### config.mk
export PLATFORM = sky130hd
export DESIGN_NAME = mmio_bus_master
export DESIGN_NICKNAME = d
export VERILOG_FILES = /design/src/rtl/mmio_pkg.sv /design/src/rtl/mmio_byte_lane.sv /design/src/rtl/mmio_bus_master.sv
export SDC_FILE = /design/constraint.sdc
export NUM_CORES = 1
export LEC_CHECK = 0
export BUFFER_PORTS_ARGS = -buffer_cell sky130_fd_sc_hd__buf_4
export CORE_MARGIN = 4
export CORE_UTILIZATION = 33
export DETAILED_ROUTE_END_ITERATION = 8
export GPL_ROUTABILITY_DRIVEN = 0
export SKIP_LAST_GASP = 1
export SLEW_MARGIN = 20
export SYNTH_ARGS = -nofsm -noshare
export SYNTH_HDL_FRONTEND = slang
export SYNTH_SLANG_ARGS = --single-unit
### constraint.sdc
create_clock -name clk -period 8 [get_ports clk]
set_clock_uncertainty 0.1 [all_clocks]
set_input_delay 1.6 -clock clk [delete_from_list [all_inputs] [get_ports clk]]
set_output_delay 1.6 -clock clk [all_outputs]
set_load 0.01 [all_outputs]
### src/rtl/mmio_pkg.sv
// Shared types and lane helpers for the MMIO bus master.
package mmio_pkg;

    localparam int unsigned XLEN   = 32;
    localparam int unsigned WAIT_W = 4;

    typedef enum logic [1:0] {
        SZ_BYTE = 2'd0,
        SZ_HALF = 2'd1,
        SZ_WORD = 2'd2
    } size_t;

    typedef enum logic [1:0] {
        IDLE = 2'd0,
        RD   = 2'd1,
        WR   = 2'd2,
        RESP = 2'd3
    } state_t;

    // Request fields captured on accept
    typedef struct packed {
        logic            write;
        logic            uns;
        logic [1:0]      size;
        logic [XLEN-1:0] addr;
        logic [XLEN-1:0] wdata;
    } req_t;

    // Size 3 is treated as misaligned so it takes the error path
    function automatic logic is_misaligned(input logic [1:0] addr, input logic [1:0] size);
        logic r;
        case (size)
            SZ_BYTE: r = 1'b0;
            SZ_HALF: r = addr[0];
            SZ_WORD: r = (addr != 2'b00);
            default: r = 1'b1;
        endcase
        return r;
    endfunction

    function automatic logic [XLEN-1:0] lane_extract(input logic [XLEN-1:0] word,
                                                     input logic [1:0]      addr,
                                                     input logic [1:0]      size,
                                                     input logic            uns);
        logic [7:0]      b;
        logic [15:0]     h;
        logic [XLEN-1:0] r;
        b = word[{addr, 3'b000} +: 8];
        h = addr[1] ? word[31:16] : word[15:0];
        case (size)
            SZ_BYTE: r = uns ? {24'b0, b} : {{24{b[7]}}, b};
            SZ_HALF: r = uns ? {16'b0, h} : {{16{h[15]}}, h};
            default: r = word;
        endcase
        return r;
    endfunction

    function automatic logic [XLEN-1:0] lane_merge(input logic [XLEN-1:0] word,
                                                   input logic [1:0]      addr,
                                                   input logic [1:0]      size,
                                                   input logic [XLEN-1:0] wdata);
        logic [XLEN-1:0] r;
        r = word;
        case (size)
            SZ_BYTE: r[{addr, 3'b000} +: 8] = wdata[7:0];
            SZ_HALF: begin
                if (addr[1]) r[31:16] = wdata[15:0];
                else         r[15:0]  = wdata[15:0];
            end
            default: r = wdata;
        endcase
        return r;
    endfunction

endpackage

### src/rtl/mmio_byte_lane.sv
// Combinational lane steering: load extraction and sub-word store merge.
module mmio_byte_lane
    import mmio_pkg::*;
(
    input  logic [XLEN-1:0] word,
    input  logic [1:0]      addr,
    input  logic [1:0]      size,
    input  logic [XLEN-1:0] wdata,
    input  logic            uns,
    output logic [XLEN-1:0] load_data_c,
    output logic [XLEN-1:0] store_word_c
);

    always_comb begin
        load_data_c  = lane_extract(word, addr, size, uns);
        store_word_c = lane_merge(word, addr, size, wdata);
    end

endmodule

### src/rtl/mmio_bus_master.sv
// Single-outstanding load/store initiator for the peripheral bus; sub-word stores use read-modify-write.
module mmio_bus_master
    import mmio_pkg::*;
#(
    parameter int unsigned READ_WAIT = 0
)(
    input  logic            clk,
    input  logic            rst,
    input  logic            req_valid,
    output logic            req_ready,
    input  logic            req_write,
    input  logic [XLEN-1:0] req_addr,
    input  logic [XLEN-1:0] req_wdata,
    input  logic [1:0]      req_size,
    input  logic            req_unsigned,
    output logic            resp_valid,
    input  logic            resp_ready,
    output logic [XLEN-1:0] resp_rdata,
    output logic            resp_error,
    output logic [XLEN-1:0] address,
    output logic [XLEN-1:0] write_data,
    output logic            write_enable,
    output logic            read_enable,
    input  logic [XLEN-1:0] read_data
);

    state_t            state, state_n;
    req_t              lat, lat_n;
    logic [WAIT_W-1:0] wait_cnt, wait_n;
    logic              req_ready_n, resp_valid_n, resp_error_n;
    logic              write_enable_n, read_enable_n;
    logic [XLEN-1:0]   resp_rdata_n, address_n, write_data_n;
    logic [XLEN-1:0]   load_data_c, store_word_c;

    // Lane logic works on the live bus data so capture happens on the sampling edge
    mmio_byte_lane u_lane (
        .word         (read_data),
        .addr         (lat.addr[1:0]),
        .size         (lat.size),
        .wdata        (lat.wdata),
        .uns          (lat.uns),
        .load_data_c  (load_data_c),
        .store_word_c (store_word_c)
    );

    always_comb begin
        state_n        = state;
        lat_n          = lat;
        wait_n         = wait_cnt;
        req_ready_n    = 1'b0;
        resp_valid_n   = 1'b0;
        resp_rdata_n   = resp_rdata;
        resp_error_n   = resp_error;
        address_n      = '0;
        write_data_n   = '0;
        write_enable_n = 1'b0;
        read_enable_n  = 1'b0;

        case (state)
            IDLE: begin
                req_ready_n = 1'b1;
                if (req_valid && req_ready) begin
                    req_ready_n  = 1'b0;
                    lat_n.write  = req_write;
                    lat_n.uns    = req_unsigned;
                    lat_n.size   = req_size;
                    lat_n.addr   = req_addr;
                    lat_n.wdata  = req_wdata;
                    resp_rdata_n = '0;
                    resp_error_n = 1'b0;
                    if (is_misaligned(req_addr[1:0], req_size)) begin
                        state_n      = RESP;
                        resp_valid_n = 1'b1;
                        resp_error_n = 1'b1;
                    end else if (req_write && (req_size == SZ_WORD)) begin
                        state_n        = WR;
                        write_enable_n = 1'b1;
                        address_n      = {req_addr[XLEN-1:2], 2'b00};
                        write_data_n   = req_wdata;
                    end else begin
                        state_n       = RD;
                        read_enable_n = 1'b1;
                        address_n     = {req_addr[XLEN-1:2], 2'b00};
                        wait_n        = WAIT_W'(READ_WAIT);
                    end
                end
            end
            RD: begin
                if (wait_cnt == '0) begin
                    if (lat.write) begin
                        state_n        = WR;
                        write_enable_n = 1'b1;
                        address_n      = {lat.addr[XLEN-1:2], 2'b00};
                        write_data_n   = store_word_c;
                    end else begin
                        state_n      = RESP;
                        resp_valid_n = 1'b1;
                        resp_rdata_n = load_data_c;
                    end
                end else begin
                    read_enable_n = 1'b1;
                    address_n     = {lat.addr[XLEN-1:2], 2'b00};
                    wait_n        = wait_cnt - WAIT_W'(1);
                end
            end
            WR: begin
                state_n      = RESP;
                resp_valid_n = 1'b1;
            end
            RESP: begin
                resp_valid_n = 1'b1;
                if (resp_ready) begin
                    state_n      = IDLE;
                    resp_valid_n = 1'b0;
                    req_ready_n  = 1'b1;
                    resp_rdata_n = '0;
                    resp_error_n = 1'b0;
                end
            end
            default: begin
                state_n     = IDLE;
                req_ready_n = 1'b1;
            end
        endcase
    end

    always_ff @(posedge clk or posedge rst) begin
        if (rst) begin
            state        <= IDLE;
            lat          <= '0;
            wait_cnt     <= '0;
            req_ready    <= 1'b1;
            resp_valid   <= 1'b0;
            resp_rdata   <= '0;
            resp_error   <= 1'b0;
            address      <= '0;
            write_data   <= '0;
            write_enable <= 1'b0;
            read_enable  <= 1'b0;
        end else begin
            state        <= state_n;
            lat          <= lat_n;
            wait_cnt     <= wait_n;
            req_ready    <= req_ready_n;
            resp_valid   <= resp_valid_n;
            resp_rdata   <= resp_rdata_n;
            resp_error   <= resp_error_n;
            address      <= address_n;
            write_data   <= write_data_n;
            write_enable <= write_enable_n;
            read_enable  <= read_enable_n;
        end
    end

endmodule

==> results of run 1 <==
## registers in the layout, summed over array words and instances (netlist names)
register	cells
resp_error	1
lat	68
req_ready	1
read_enable	1
wait_cnt	4
write_data	32
resp_rdata	32
resp_valid	1
address	30
state	2
write_enable	1
## area by class of cell
class / instances / area, sq um
clock inverter: 15 / 148
timing repair buffer: 212 / 1600
sequential: 173 / 4330
clock buffer: 17 / 425
tap: 330 / 413
inverter: 16 / 65.1
multi-input combinational: 606 / 3800
fill: 2472 / 14400
## per-stage QoR
stage,hold slack [ns],util
2_1_floorplan,0.346,-
3_3_place_gp,0.358,0.405
3_5_place_dp,0.363,0.405
4_1_cts,0.383,0.428
5_1_grt,0.401,0.428
6_report,0.380,0.428
## path summary, 6_finish.rpt
| check | endpoint | from | slack, ns | depth (start not counted) |
|---|---|---|---|---|
| min in group asynchronous | write_data[21] | rst | 1.23 | 2 |
| max | wait_cnt[2] | req_valid | 4.80 | 6 |
| min reg2reg | lat[30] | lat[30] | 0.38 | 2 |
| min | lat[30] | lat[30] | 0.38 | 2 |
| max reg2reg | wait_cnt[2] | state[1] | 4.84 | 7 |
| max in group asynchronous | write_data[14] | rst | 5.29 | 3 |
## logic make-up (layout without fill, tap and decap cells)
logic type / after synthesis / in the layout / share of synthesized area
buffers and inverters: 81 / 260 / 0.0411
AOI/OAI and AO/OA: 225 / 225 / 0.200
DFF: 173 / 173 / 0.513
other: 1 / 2 / 0.000444
muxes: 42 / 42 / 0.0526
and+or+nand+nor: 326 / 326 / 0.177
adders and majority gates: 11 / 11 / 0.0163
## power groups by stage
stage / Combinational, mW / Sequential (mW) / Clock (mW)
after floorplan: 1.01 / 1.33 / 0
after global placement: 1.49 / 1.36 / 0
after detailed placement: 1.51 / 1.36 / 0
after CTS: 1.52 / 1.35 / 0.837
after global routing: 1.67 / 1.38 / 0.875
final: 1.51 / 1.35 / 0.823
## tightest hold or removal path, stage by stage (launching register included)
cell and delay, ns:
dfrtp_1 0.34, nand2_1 0.05, nand2_1 0.05
## cell usage in the layout (no fill, tap or decap), types with 3 or more instances in the layout
cell | synthesis | routed
and3_1 | 12 | 11
a211o_1 | 10 | 10
a32o_1 | 37 | 37
o21ai_0 | 35 | 35
nor2b_1 | 6 | 6
o221ai_1 | 3 | 3
a22oi_1 | 7 | 7
nand2b_1 | 12 | 12
nor3_1 | 9 | 9
o2bb2ai_1 | 31 | 31
o21bai_1 | 6 | 6
dfrtp_1 | 172 | 171
inv_1 | 16 | 15
buf_4 | 3 | 211
mux2i_1 | 32 | 32
inv_8 | 0 | 3
or2_2 | 3 | 3
a221oi_1 | 25 | 25
nor2_1 | 11 | 10
inv_6 | 0 | 6
clkbuf_16 | 0 | 17
mux2_2 | 9 | 9
o22ai_1 | 28 | 28
or4b_2 | 8 | 8
ha_1 | 11 | 11
nand2_1 | 243 | 243
or3_1 | 3 | 3
a21oi_1 | 29 | 29
## per-layer routing
layer | GRT usage | share of wire | vias to the layer above
met2 | 0.295 | 0.45 | 289
met3 | 0.0592 | 0.086 | 47
li1 | - | - | 3427
met1 | 0.271 | 0.44 | 3681
met5 | 0 | 0 | -
met4 | 0.0603 | 0.024 | 0
==> flow_summary.json, run 1 <==
{
  "drv_cap": 0,
  "synth_edf_count": 0,
  "crit_path_start_kind": "input pin",
  "tns_ns": 0,
  "route.detailed.wl_per_inst_um": 20.4,
  "worstMarginPinSlew_ns": 1.06,
  "crit_family": "compound AO/OA/AOI/OAI gates",
  "placed_cells": 1337,
  "power.density_nw_per_um2": 342,
  "crit_buf_inv": 2,
  "fin_cells": 1369,
  "combPwrFrac": 0.410,
  "netlist_top_cells_area": "dfrtp_1, nand2_1, a32o_1, mux2i_1, o2bb2ai_1",
  "power_mw": 3.68,
  "cp.arrival_ns": 3.43,
  "critPathMaxStageDelay_ns": 0.54,
  "power_frac_clock": 0.224,
  "synth-seq-cells": 173,
  "async_reset_ff_frac": 1.00,
  "fp.dieArea_sq_um": 28200,
  "num_vias": 7444,
  "seq_area_frac_synth": 0.513,
  "worst_path_most_repeated_cell": "buf_4",
  "synth_top_flop_cell": "dfrtp_1",
  "cts_buffers": 17,
  "synth_cell_types": 57,
  "antenna_found_initial": 0,
  "core_sq_um": 25200,
  "vias_per_cell": 5.44,
  "fin_ws_ns": 4.80,
  "yosysWarnings": 0,
  "post_cts.repair.setup_buffers": 0,
  "diodes": 0,
  "p_switching_mw": 1.49,
  "cp_cell_sequence": "buf_4 -> nand3_2 -> buf_4 -> a21oi_1 -> o22ai_1 -> a22o_1",
  "synthCells": 859,
  "yosys.area.top_type_share": 0.510,
  "yosysTopAreaCell": "dfrtp_1",
  "hold_buffers": 0,
  "slew_headroom": 0.293,
  "hold_viol": 0,
  "dp_hpwl_um": 19200,
  "rows": 58,
  "hold_path.class": "reg2reg",
  "io_pins": 205,
  "status": "complete, no violations",
  "grt_pass1_vias": 7525,
  "yosys-top-cells-count": "nand2_1, dfrtp_1, clkbuf_1, a32o_1, o21ai_0",
  "netlist_area_sq_um": 8440,
  "ant_nets": 0,
  "clkTransAtPathRegs_ns": 0.07,
  "min_period_ns": 3.20,
  "ir_drop_uv": 160,
  "grt_usage": 0.196,
  "internal_power_mw": 2.19,
  "critPathMaxFanout": 39,
  "period_share": 0.400,
  "avgSynthCellArea_sq_um": 9.82,
  "start_util": 0.335,
  "cts-htree-levels": 4,
  "slew_viol_final": 0,
  "fmax_mhz": 313,
  "cts_max_path_buffers": 2,
  "clock-sinks": 173,
  "setup_viol": 0,
  "path_class": "in2reg",
  "drt_drc_violations_left": 0,
  "firstDrtPassIters": 5,
  "die_h_um": 168,
  "power_leakage_nw": 5.36,
  "dp_slack_ns": 4.35,
  "post_dp_cell_area_sq_um": 10200,
  "syn2layout_area_growth_pct": 27.7,
  "grt_max_degree": 96,
  "wirelength_um": 27900,
  "clock-root-buffer": "clkbuf_16",
  "rsz0062_at_grt": "false",
  "cp_data_required_time_ns": 8.23,
  "worstSkewPairLatency_ns": 0.44,
  "ctsResizeCount": 0,
  "grt_pass1_wl_um": 43900,
  "design_area_sq_um": 10800,
  "worst_path_max_delay_cell": "buf_4",
  "port_buffers": 202,
  "power_frac_seq": 0.366,
  "swShare": 0.404,
  "fin_nets": 1141,
  "drt_first_iter_violations": 657,
  "die_w_um": 168,
  "synth.most_common_cell": "nand2_1",
  "drive_gt1_frac": 0.273,
  "end_kind": "flip-flop",
  "gr-total-overflow": 0,
  "cts_tree": "done"
}
(Power assumes the default switching activity.)
==> run 2, diff against run 1 <==
Clock period 8 ns to 2.85 ns, I/O delays scaled along.
==> run 2 against run 1 <==
Compared with the run above:
- power grew to 2.9 times the previous value
- via count is 0.12% lower
- worst hold slack worse by 0.13 ns
- utilization is 0.64 points higher
- critical endpoint is now resp_rdata[15]
- largest cell class unchanged
==> flow_summary.json, run 2 (synthesized netlist as in run 1, its figures left out) <==
{
  "cts_buffers": 17,
  "hold_path.class": "in2reg",
  "start_util": 0.335,
  "grt_usage": 0.195,
  "power.density_nw_per_um2": 970,
  "wirelength_um": 27900,
  "die_h_um": 168,
  "fin_nets": 1149,
  "largestRegisters": "lat: 68 flops, resp_rdata: 32 flops, write_data: 32 flops",
  "critPathMaxStageDelay_ns": 0.59,
  "slew_viol_final": 0,
  "fp.dieArea_sq_um": 28200,
  "hold_ws_ns": 0.245,
  "dp_hpwl_um": 19400,
  "clock-root-buffer": "clkbuf_16",
  "io_pins": 205,
  "clock-sinks": 173,
  "fmax_mhz": 397,
  "cp_cell_sequence": "inv_1 -> ha_1 -> a211oi_1 -> nand4_2 -> o2bb2ai_1",
  "final_common_cell": "nand2_1",
  "port_buffers": 202,
  "setup_viol": 0,
  "min_period_ns": 2.52,
  "final_cell_mix": "nand2_1, buf_4, dfrtp_1",
  "status": "complete, no violations",
  "ctsResizeCount": 0,
  "vias_per_cell": 5.40,
  "cp_data_required_time_ns": 3.08,
  "grt_pass1_vias": 7504,
  "end_kind": "flip-flop",
  "crit_family": "compound AO/OA/AOI/OAI gates",
  "largest_reg_flops": 68,
  "path_class": "reg2reg",
  "rsz0062_at_grt": "false",
  "route.detailed.wl_per_inst_um": 20.2,
  "syn2layout_area_growth_pct": 29.6,
  "num_vias": 7435,
  "gr-total-overflow": 0,
  "grt_max_degree": 94,
  "clkTransAtPathRegs_ns": 0.07,
  "ant_nets": 0,
  "antenna_found_initial": 0,
  "cp.arrival_ns": 2.75,
  "crit_buf_inv": 1,
  "drive_gt1_frac": 0.277,
  "drt_drc_violations_left": 0,
  "tns_ns": 0,
  "critPathMaxFanout": 17,
  "cts-htree-levels": 4,
  "diodes": 0,
  "worstMarginPinSlew_ns": 0.717,
  "crit_path_start_kind": "flip-flop",
  "die_w_um": 168,
  "grt_pass1_wl_um": 43700,
  "period_share": 0.883,
  "worst_path_max_delay_cell": "a211oi_1",
  "worstSkewPairLatency_ns": 0.42,
  "cts_max_path_buffers": 2,
  "hold_viol": 0,
  "firstDrtPassIters": 5,
  "ir_drop_uv": 442,
  "drv_cap": 0,
  "slew_headroom": 0.520,
  "design_area_sq_um": 10900,
  "core_sq_um": 25200,
  "power_leakage_nw": 5.44,
  "rows": 58,
  "top_register": "lat",
  "post_dp_cell_area_sq_um": 10300,
  "cts_tree": "done",
  "drt_first_iter_violations": 694
}
run 2: changes by cell type in the layout (fill, tap and decap cells not counted), moves of 2 or more:
cell       before  now
buf_4         211  216
bufinv_16       0    4
buf_12          0    3
inv_6           6    3
clkinv_8        2    0
run 2: worst reg2reg max path: stages (launching register included):
cell and delay (ns):
dfrtp_1 0.39, inv_1 0.08, ha_1 0.40, a211oi_1 0.60, nand4_2 0.55, o2bb2ai_1 0.31
run 2: power by group:
group | internal [mW] | switching [mW]
Combinational | 1.84 | 2.47
Sequential | 3.19 | 0.551
Clock | 1.51 | 1.04
run 2: layer usage:
layer,global-route usage,wire (um)
met1,0.265,12000
met5,0,0
met4,0.0614,754
met3,0.0526,2310
met2,0.304,12900
run 2: through the flow:
stage / setup WS (ns) / cells / total power [mW] / util
global route: 0.130 / 1377 / 11.3 / 0.434
floorplan: -0.0299 / 860 / 6.56 / -
detailed placement: 0.354 / 1344 / 8.07 / 0.408
CTS: 0.341 / 1377 / 10.7 / 0.434
finish: 0.333 / 1377 / 10.6 / 0.434
global placement: 0.442 / 1344 / 8.01 / 0.408
run 2: cell type report:
class / instances / area [sq um]
Timing Repair Buffer: 220 / 1690
Fill cell: 2447 / 14200
Tap cell: 330 / 413
Inverter: 16 / 63.8
Clock buffer: 18 / 439
Multi-Input combinational cell: 606 / 3790
Sequential cell: 173 / 4330
Clock inverter: 14 / 204
run 2: final timing paths:
path	from	to	slack (ns)	cells past startpoint
worst max-delay path	state[0]	resp_rdata[15]	0.33	5
worst min-delay path	req_addr[14]	lat[46]	0.25	3
worst max register to register	state[0]	resp_rdata[15]	0.33	5
worst min register to register	lat[30]	lat[30]	0.38	2
max in group asynchronous	rst	lat[65]	1.40	4
min in group asynchronous	rst	write_data[22]	0.49	3
run 2: timing repair:
item                      in CTS  in global routing
hold buffers                   1                  0
hold endpoints to repair       1                  0
setup buffers                  0                  0
==> run 3, diff against run 2 <==
Settings changed: CORE_MARGIN 4 to unset.
==> run 3 against run 2 <==
Compared with the run above:
- critical path depth unchanged
- design area decreased by 0.47%
- worst setup slack improved by 0.0083 ns
- utilization down 0.079 points
- non-clock buffer count rose by 3
- global-route usage rose by 1.4 points
- critical path type unchanged
- power shrank 3.4%
- first-iteration DRC count decreased by 31%
- via count is 0.35% lower
- flip-flop and latch count did not move
- die area is 7.0% lower
- clock-buffer cell count is 1 higher
==> flow_summary.json, run 3 (synthesized netlist as in run 1, its figures left out) <==
{
  "status": "complete, no violations",
  "swShare": 0.396,
  "core_sq_um": 25100,
  "num_vias": 7409,
  "power_mw": 10.3,
  "grt_usage": 0.209,
  "drv_cap": 0,
  "rsz0062_at_grt": "false",
  "post_cts.repair.setup_buffers": 0,
  "drive_gt1_frac": 0.278,
  "path_class": "reg2reg",
  "syn2layout_area_growth_pct": 29.0,
  "final_common_cell": "nand2_1",
  "clock-sinks": 173,
  "setup_viol": 0,
  "grt_pass1_vias": 7240,
  "slew_viol_final": 0,
  "power.density_nw_per_um2": 942,
  "vias_per_cell": 5.37,
  "fin_ws_ns": 0.342,
  "period_share": 0.880,
  "die_h_um": 162,
  "fp.dieArea_sq_um": 26200,
  "grt_pass1_wl_um": 41900,
  "combPwrFrac": 0.417,
  "drt_drc_violations_left": 0,
  "routed-wl-met2_um": 12000,
  "final_cell_mix": "nand2_1, buf_4, dfrtp_1",
  "cts_buffers": 17,
  "cts_max_path_buffers": 2,
  "die_w_um": 162,
  "cts-htree-levels": 4,
  "power_frac_clock": 0.218,
  "power_frac_seq": 0.365,
  "p_switching_mw": 4.06,
  "worstMarginPinSlew_ns": 1.03,
  "firstDrtPassIters": 7,
  "port_buffers": 202,
  "crit_path_start_kind": "flip-flop",
  "fmax_mhz": 399,
  "clkTransAtPathRegs_ns": 0.07,
  "ant_nets": 0,
  "wl_met1_um": 11600,
  "rows": 58,
  "dp_slack_ns": 0.387,
  "io_pins": 205,
  "gr-total-overflow": 0,
  "critPathMaxFanout": 17,
  "largestRegisters": "lat: 68 flops, resp_rdata: 32 flops, write_data: 32 flops",
  "ctsResizeCount": 0,
  "route.detailed.wl_per_inst_um": 19.7,
  "largest_reg_flops": 68,
  "antenna_found_initial": 0,
  "ir_drop_uv": 370,
  "dr_wl_met3_um": 2460,
  "cp.arrival_ns": 2.75,
  "hold_buffers": 0,
  "post_dp_cell_area_sq_um": 10300,
  "cp_data_required_time_ns": 3.09,
  "drt_first_iter_violations": 482,
  "hold_viol": 0,
  "cts_tree": "done",
  "end_kind": "flip-flop",
  "top_register": "lat",
  "design_area_sq_um": 10900,
  "internal_power_mw": 6.19,
  "clock-root-buffer": "clkbuf_16",
  "dr.max_layer_used": "met4",
  "slew_headroom": 0.308,
  "min_period_ns": 2.51,
  "wirelength_um": 27200,
  "start_util": 0.336,
  "worstSkewPairLatency_ns": 0.43,
  "grt_max_degree": 53,
  "dp_hpwl_um": 19300,
  "power_leakage_nw": 5.41,
  "fin_nets": 1152,
  "hold_path.class": "in2async",
  "diodes": 0
}
==> run 3: cell count changes in the layout (fill, tap and decap cells not counted) <==
cell           change
bufinv_16          -4
clkinv_4           +1
inv_8              -1
clkinv_2           -2
buf_4              +2
buf_12             +2
inv_6              +2
dlygate4sd3_1      -1
clkbuf_1           +1
clkinvlp_4         +2
==> run 3: cell type report <==
class	count	area [sq um]
timing repair buffer	223	1740
sequential	173	4330
clock buffer	19	443
clock inverter	12	104
multi-input combinational	606	3790
fill	2480	14200
inverter	16	63.8
tap	330	413
==> run 3: stage by stage <==
step	TNS (ns)	std cells	hold slack (ns)	utilization
after global routing	0	1379	0.220	0.433
after global placement	0	1348	0.358	0.412
after detailed placement	0	1348	0.364	0.412
after floorplan	-5.14	860	0.346	-
final	0	1379	0.180	0.433
after CTS	0	1379	0.190	0.433
==> run 3: path summary, 6_finish.rpt <==
path,start,endpoint,slack [ns],depth (start not counted)
setup / recovery,state[0],resp_rdata[21],0.34,5
hold / removal,rst,lat[11],0.18,2
setup reg to reg,state[0],resp_rdata[21],0.34,5
hold reg to reg,lat[50],lat[50],0.38,2
max in group asynchronous,rst,lat[37],1.79,3
min in group clk,req_addr[27],lat[59],0.24,3
==> run 3: routing by layer <==
layer  up-vias  global-route usage
met1      3609               0.272
li1       3440                   -
met5         -                   0
met4         0               0.104
met2       305               0.312
met3        55              0.0687
==> run 3: critical path, cell delays in order (launching register included) <==
cell and delay [ns]:
dfrtp_1 0.39, inv_1 0.08, ha_1 0.40, a211oi_1 0.60
nand4_2 0.54, o2bb2ai_1 0.30
==> run 3: power by group through the flow <==
stage | Sequential (mW) | Clock [mW] | Combinational (mW)
floorplan | 3.73 | 0 | 2.83
global placement | 3.78 | 0 | 4.23
detailed placement | 3.77 | 0 | 4.29
CTS | 3.74 | 2.30 | 4.29
global route | 3.83 | 2.37 | 4.75
finish | 3.74 | 2.23 | 4.28
